### src/rtl/scan_multiplexer.sv
// scan_multiplexer: N-channel, W-bit registered multiplexer with a manual
// select mode and an automatic round-robin scan mode. A one-cycle STROBE
// marks the first cycle in which CH holds a new channel index.
module scan_multiplexer #(
   parameter  int WIDTH    = 4,
   parameter  int CHANNELS = 4,
   parameter  int DWELL    = 4,
   localparam int SEL_W    = $clog2(CHANNELS)
) (
   input  logic                      CLOCK,
   input  logic                      RESET,
   input  logic [CHANNELS*WIDTH-1:0] D,
   input  logic                      MODE,
   input  logic [SEL_W-1:0]          S,
   input  logic                      HOLD,
   output logic [WIDTH-1:0]          Z,
   output logic [SEL_W-1:0]          CH,
   output logic                      STROBE
);

   // A dwell of one cycle still needs a one-bit counter so the width is legal;
   // the counter then simply stays at zero.
   localparam int CNT_W = (DWELL > 1) ? $clog2(DWELL) : 1;

   localparam logic [SEL_W-1:0] LAST_CH  = SEL_W'(CHANNELS - 1);
   localparam logic [CNT_W-1:0] LAST_CNT = CNT_W'(DWELL - 1);

   logic [SEL_W-1:0] ch_q,  ch_next;
   logic [CNT_W-1:0] cnt_q, cnt_next;
   logic             strobe_q, strobe_next;
   logic [WIDTH-1:0] z_q;
   logic [WIDTH-1:0] sel_data;

   // Pick the data slice addressed by the current (pre-edge) channel index.
   always_comb begin
      sel_data = '0;
      for (int i = 0; i < CHANNELS; i++) begin
         if (ch_q == i[SEL_W-1:0]) begin
            sel_data = D[i*WIDTH +: WIDTH];
         end
      end
   end

   // Next channel, dwell count and strobe for manual and scan modes.
   always_comb begin
      ch_next     = ch_q;
      cnt_next    = cnt_q;
      strobe_next = 1'b0;
      if (!MODE) begin
         // Manual mode discards any partial dwell so a later scan starts fresh.
         cnt_next = '0;
         if (S <= LAST_CH) begin
            ch_next     = S;
            strobe_next = (S != ch_q);
         end
      end else if (!HOLD) begin
         if (cnt_q == LAST_CNT) begin
            cnt_next    = '0;
            ch_next     = (ch_q == LAST_CH) ? '0 : ch_q + SEL_W'(1);
            strobe_next = 1'b1;
         end else begin
            cnt_next = cnt_q + CNT_W'(1);
         end
      end
   end

   // State and output registers with synchronous active-high reset.
   always_ff @(posedge CLOCK) begin
      if (RESET) begin
         ch_q     <= '0;
         cnt_q    <= '0;
         strobe_q <= 1'b0;
         z_q      <= '0;
      end else begin
         ch_q     <= ch_next;
         cnt_q    <= cnt_next;
         strobe_q <= strobe_next;
         z_q      <= sel_data;
      end
   end

   assign Z      = z_q;
   assign CH     = ch_q;
   assign STROBE = strobe_q;

endmodule

### config.mk
export PLATFORM = sky130hd
export DESIGN_NAME = scan_multiplexer
export DESIGN_NICKNAME = d
export VERILOG_FILES = /design/src/rtl/scan_multiplexer.sv
export SDC_FILE = /design/constraint.sdc
export NUM_CORES = 1
export LEC_CHECK = 0
export ABC_CLOCK_PERIOD_IN_PS = 1940
export BUFFER_PORTS_ARGS = -buffer_cell sky130_fd_sc_hd__buf_2
export CAP_MARGIN = 40
export CORE_AREA = 3 3 40 42
export DETAILED_ROUTE_END_ITERATION = 12
export DIE_AREA = 0 0 43 45
export PLACE_DENSITY = 0.71
export SYNTH_ARGS = -nofsm -noshare
export SYNTH_HDL_FRONTEND = slang
export SYNTH_SLANG_ARGS = --single-unit
### constraint.sdc
create_clock -name CLOCK -period 1.94 [get_ports CLOCK]
set_clock_uncertainty 0.15 [all_clocks]
set_input_delay 0.097 -clock CLOCK [delete_from_list [all_inputs] [get_ports CLOCK]]
set_output_delay 0.097 -clock CLOCK [all_outputs]
set_load 0.01 [all_outputs]
==> run metrics, run 1 <==
Initial Util roughly two fifths; relative slew slack around four fifths; Worst EP arrival approximately 1.8 ns; M1 wire length between 500 and 600 um; Overall Power 0.474 mW; LEAKAGE 0.362 nW; unrepaired setup endpoints after global routing no; setup tns final 0 ns; DRT antenna net count 0; CP Capture Type flop; via count about 540; Yosys top cell area share about 34%; kind of critical path flop to flop; WP data required about 1.9 ns; crit path time final 1.81 ns; post-DP HPWL about 980 um; P_sw ~0.13 mW; CTS sink cnt 9; Synthesized Nets 84; GRT Total Usage roughly 15%; Die Area a little under 2000 sq um; Slew Limit Fails 0; slowest stage cell, crit path dlygate4sd3_1; Clock Root Buffer clkbuf_4; commonest cells in the netlist dfxtp_1 (9), nor2b_1 (6), ha_1 (5), nand2_1 (5), nor2_1 (4); htree depth 1; Max clock buf depth 2; Rows 13; part of the power in registers 43.7%; largest stage delay on the critical path about 0.56 ns; synth top area cells dfxtp_1 (34%), ha_1 (12%), nor2b_1 (7.0%), a221oi_1 (4.9%), o32ai_1 (4.9%); insertion delay to the later sink of the worst-skew pair 0.26 ns; outcome finished clean; Remaining Overflow, GRT 0; Post-Synthesis Cells 57; ys flop type dfxtp_1; endpoints failing setup 0; Die Span Y roughly 45 um; met2 WL 628 um; clock buffer count from CTS 3; fin cells around 110; TritonCTS clock tree built; switching share of power 26.9%; Final period util about 93%; async set or reset register ratio after synthesis 0%; CP startpoint kind flop; Routed WL roughly 1300 um; synth-to-layout area growth 48.6%; vias in the first global route 546; DRC 0; layout cell share with drive strength beyond 1 between 30% and 40%; # diodes 0; synthesis-stage register bit count 9; First-pass DRT Iterations 2; sequential cell area fraction in the yosys report approximately a third; initial antenna violation count 0; Core ar. approximately 1300 sq um; Die X roughly 43 um; Syn Area/Cell between 9 and 10 sq um; hold crit path type primary input to flop; post-synth cell types 22; Iteration-0 DRC Markers 1; Top Layer Used met4; io pins 29; VDD IR-drop max just under 400 uV; largest net degree at the start of global routing 10; Clock transition at path regs around 0.060 ns; Avg WL per Cell about 12 um; # Post-CTS Setup Buffers 0; final RePlAce weighted congestion about 0.76; Pint ~0.35 mW; max cap viols 0; Cells after DPL between 90 and 100; clock share of power 30.7%; critical path fanouts, max 3; Post-synth EDFFs 0; Mapped Area roughly 540 sq um; final hold violations 0; FILL cells approximately 120; port bufs 28; achievable frequency 552 MHz; P per Cell Area 595 nW/um^2; post-layout net count ~120; Least-Margin Pin Slew 0.280 ns; Vias/cell between 4 and 5; first-pass GRT wire length 2100 um; Synth Warn # 0; met3 WL 119 um; CP cell instances ha_1 -> nor2b_4 -> mux2i_1 -> a211oi_1 -> dlygate4sd3_1; cell taking the most area after synthesis dfxtp_1; count leader, synth dfxtp_1; logic gate share of total power 25.6%
-- routing by layer --
metal / global-route usage (%) / vias to the layer above
met1: 16.0 / 238
met2: 26.0 / 21
met5: 0 / -
met3: 6.37 / 2
li1: - / 281
met4: 9.04 / 0
-- worst max-delay path: cells and delay by family (launching register included) --
family,cells,cell delay (ns)
and+or+nand+nor,1,0.19
muxes,1,0.21
DFF,1,0.34
adders and majority gates,1,0.17
buffers and inverters,1,0.56
AOI/OAI and AO/OA,1,0.09
-- cell families (layout without fill, tap and decap cells) --
family                   count (synthesis)  count (layout)  synth area share [%]
AO/OA/AOI/OAI                           14              14                  21.0
XOR/XNOR                                 3               3                  4.91
adder cells (fa/ha/maj)                  5               5                  11.7
buffers and inverters                    4              43                  4.44
flip-flops                               9               9                  33.6
multiplexers                             2               2                  3.74
AND/OR/NAND/NOR                         20              20                  20.6
-- what timing repair did --
action | in CTS | in global routing
hold buffers | 8 | 0
endpoints found under the hold margin | 7 | 0
gates resized for setup | 0 | 4
setup endpoints to repair | 0 | 2
-- power by group through the flow --
stage / clock network [mW] / logic (mW) / registers [mW]
after CTS: 0.153 / 0.122 / 0.207
after global placement: 0 / 0.108 / 0.211
after global routing: 0.165 / 0.135 / 0.209
after floorplan: 0 / 0.0575 / 0.218
after detailed placement: 0 / 0.108 / 0.212
final: 0.145 / 0.121 / 0.207
-- cell usage in the layout (no fill, tap or decap) --
| master | synthesis | layout |
|---|---|---|
| nor2b_4 | 1 | 1 |
| a211oi_1 | 2 | 2 |
| ha_1 | 5 | 5 |
| nand3b_1 | 1 | 1 |
| dfxtp_2 | 0 | 2 |
| a21o_1 | 1 | 1 |
| mux2i_1 | 2 | 2 |
| a21oi_1 | 2 | 2 |
| xnor2_1 | 3 | 3 |
| nand2b_1 | 1 | 1 |
| nor3_1 | 1 | 1 |
| clkbuf_4 | 0 | 3 |
| o32ai_1 | 3 | 3 |
| nor2_1 | 4 | 4 |
| a221oi_1 | 3 | 3 |
| dfxtp_1 | 9 | 6 |
| buf_2 | 0 | 28 |
| nor2b_1 | 6 | 6 |
| inv_1 | 2 | 2 |
| dlygate4sd3_1 | 0 | 8 |
| clkinvlp_2 | 1 | 1 |
| nand2_1 | 5 | 5 |
| clkbuf_1 | 0 | 1 |
| a21oi_2 | 2 | 2 |
| or2_1 | 1 | 1 |
| a221o_1 | 1 | 1 |
| dfxtp_4 | 0 | 1 |
-- sequential cells by signal (all words and copies together), names as in the netlist --
signal  count
Z           4
STROBE      1
CH          2
cnt_q       2
-- final timing paths --
check | depth (start not counted) | to | slack [ns] | from
worst max-delay path | 5 | CH[1] | 0.13 | cnt_q[0]
worst min register to register | 2 | cnt_q[1] | 0.36 | cnt_q[1]
worst max register to register | 5 | CH[1] | 0.13 | cnt_q[0]
worst min-delay path | 3 | cnt_q[0] | 0.01 | HOLD
-- metrics by stage --
step                instance area, sq um  worst slack, ns  util, %  hold WS, ns
finish                               796            0.128     61.9       0.0102
global route                         796           0.0317     61.9       0.0167
CTS                                  790           0.0347     61.4      0.00197
detailed placement                   683            0.354     53.2        0.221
global placement                     683            0.359     53.2        0.215
floorplan                            536            0.372        -       0.0400
-- layout make-up --
cell class	instances	area (sq um)	area share (%)
clock buffers	4	26.3	3.30
inverters	3	12.5	1.57
multi-input cells	44	332	41.7
flip-flops and latches	9	186	23.4
well taps	15	18.8	2.36
repair buffers	36	220	27.7
(Power assumes the default switching activity.)
==> inputs of run 2 (changes only) <==
==> constraint.sdc (replaced) <==
create_clock -name CLOCK -period 1.94 [get_ports CLOCK]
set_clock_uncertainty 0.15 [all_clocks]
set_input_delay 0.194 -clock CLOCK [delete_from_list [all_inputs] [get_ports CLOCK]]
set_output_delay 0.194 -clock CLOCK [all_outputs]
set_load 0.01 [all_outputs]
==> run 2 against run 1 <==
Against the previous run: fmax rose by 13%; sequential share of layout area rose by 2.0 points; worst setup slack improved by 0.21 ns; first-iteration DRC count rose to 4.0 times the previous value; sequential cell count did not move; largest cell class unchanged; combinational power fell by 11%; core utilization fell by 6.7 points; cell count fell by 7.2%; via count fell by 6.3%; worst hold slack improved by 0.034 ns; cell area fell by 11%.
==> run metrics, run 2 (synthesis results as in run 1) <==
WP buf/inv 0; kind of critical path flop to flop; Resize count post-CTS 0; port bufs 28; final RePlAce weighted congestion around 0.76; Die X between 40 and 50 um; VDD IR-drop max around 370 uV; post-DP HPWL 978 um; CTS sink cnt 9; unrepaired setup endpoints after global routing no; layout cell share with drive strength beyond 1 between 30% and 40%; Max clock buf depth 2; reg-to-reg critical path startpoint CH[0]; io pins 29; Vias/cell approximately 4.9; Initial Util 41.7%; achievable frequency 626 MHz; endpoints failing setup 0; crit path time final 1.60 ns; Finished Cell Area slightly above 700 sq um; max cap viols 0; DRC 0; slowest stage cell, crit path dfxtp_1; FILL cells approximately 130; most frequent cells in the layout buf_2 (28), dfxtp_1 (9), nor2b_1 (6), nand2_1 (5), ha_1 (5); Avg WL per Cell 11.8 um; Routed WL ~1200 um; WP data required between 1.5 and 2 ns; P per Cell Area between 600 and 700 nW/um^2; final hold violations 0; First-pass DRT Iterations 2; most common cell after layout, fill and taps aside buf_2; Clock Root Buffer clkbuf_4; Remaining Overflow, GRT 0; Clock transition at path regs approximately 0.060 ns; Rows 13; vias in the first global route a little over 500; setup tns final 0 ns; GRT Total Usage between 10% and 20%; outcome finished clean; Largest register FFs 4; Placement Cell Area a little under 700 sq um; CP Capture Type flop; worst-case reg-to-reg path depth 4; hold crit path type primary input to flop; hold-critical path depth 3; initial antenna violation count 0; DRT antenna net count 0; critical path fanouts, max 8; # diodes 0; # Post-CTS Setup Buffers 0; via count 508; Slew Limit Fails 0; htree depth 1; Overall Power around 0.46 mW; largest net degree at the start of global routing 10; crit path from CH[0]; worst hold endpoint Z[3]; post-layout net count ~120; LEAKAGE approximately 0.32 nW; Least-Margin Pin Slew around 0.28 ns; Die Span Y between 40 and 50 um; largest stage delay on the critical path 0.46 ns; Final period util slightly above 80%; CP startpoint kind flop; cts hold-fix bufs 0; Iteration-0 DRC Markers 4; insertion delay to the later sink of the worst-skew pair around 0.26 ns; hold_sp D[15]; relative slew slack 81.3%; TritonCTS clock tree built; flop-to-flop setup slack 0.34 ns; Top delay family on crit path flip-flops; first-pass GRT wire length approximately 2000 um; clock buffer count from CTS 3; Worst EP arrival 1.59 ns; Core ar. roughly 1300 sq um; synth-to-layout area growth 32.5%; end of the worst register-to-register path Z[1]; Die Area 1940 sq um; CP cell instances ha_1 -> nor2b_1 -> a221oi_1 -> o32ai_1
## run 2: cell count changes in the layout (fill, tap and decap cells not counted)
cell | previous run | this run
dfxtp_1 | 6 | 9
dfxtp_4 | 1 | 0
dlygate4sd3_1 | 8 | 0
dfxtp_2 | 2 | 0
## run 2: cell type report
| class | count | area [sq um] | share of cell area [%] |
|---|---|---|---|
| clock buffer | 4 | 26.3 | 3.70 |
| inverter | 3 | 12.5 | 1.76 |
| multi-input combinational | 44 | 332 | 46.7 |
| sequential | 9 | 180 | 25.4 |
| tap | 15 | 18.8 | 2.65 |
| timing repair buffer | 28 | 140 | 19.8 |
## run 2: worst reg2reg max path, delay by kind of cell (launching register included)
family | cells | cell delay (ns)
fa+ha+maj | 1 | 0.34
compound gates | 2 | 0.45
simple gates | 1 | 0.08
flops | 1 | 0.46
## run 2: where the power goes
part	switching [mW]	leakage (nW)	internal [mW]	total [mW]
registers	0.00806	0.0744	0.199	0.207
logic	0.0510	0.235	0.0565	0.108
clock network	0.0656	0.0150	0.0793	0.145
total	0.125	0.325	0.335	0.459
## run 2: how the worst max path moves through the flow
stage,endpoint,depth (start not counted)
2_1_floorplan,Z[3],5
3_3_place_gp,Z[3],5
3_5_place_dp,Z[1],4
4_1_cts,Z[1],4
5_1_grt,Z[1],4
6_report,Z[1],4
## run 2: stage by stage
step | setup slack [ns] | cells | utilization (%) | hold WS [ns]
floorplan | 0.372 | 57 | - | 0.137
global route | 0.211 | 103 | 55.2 | 0.0434
detailed placement | 0.354 | 99 | 53.2 | 0.318
global placement | 0.359 | 99 | 53.2 | 0.312
finish | 0.342 | 103 | 55.2 | 0.0446
CTS | 0.329 | 103 | 55.2 | 0.0346
## run 2: layer usage
| layer | part of all wire, % | vias up | track usage, % |
|---|---|---|---|
| met1 | 40 | 221 | 14.8 |
| met5 | 0 | - | 0 |
| li1 | - | 264 | - |
| met2 | 48 | 21 | 24.0 |
| met4 | 1.4 | 0 | 9.04 |
| met3 | 10 | 2 | 7.17 |
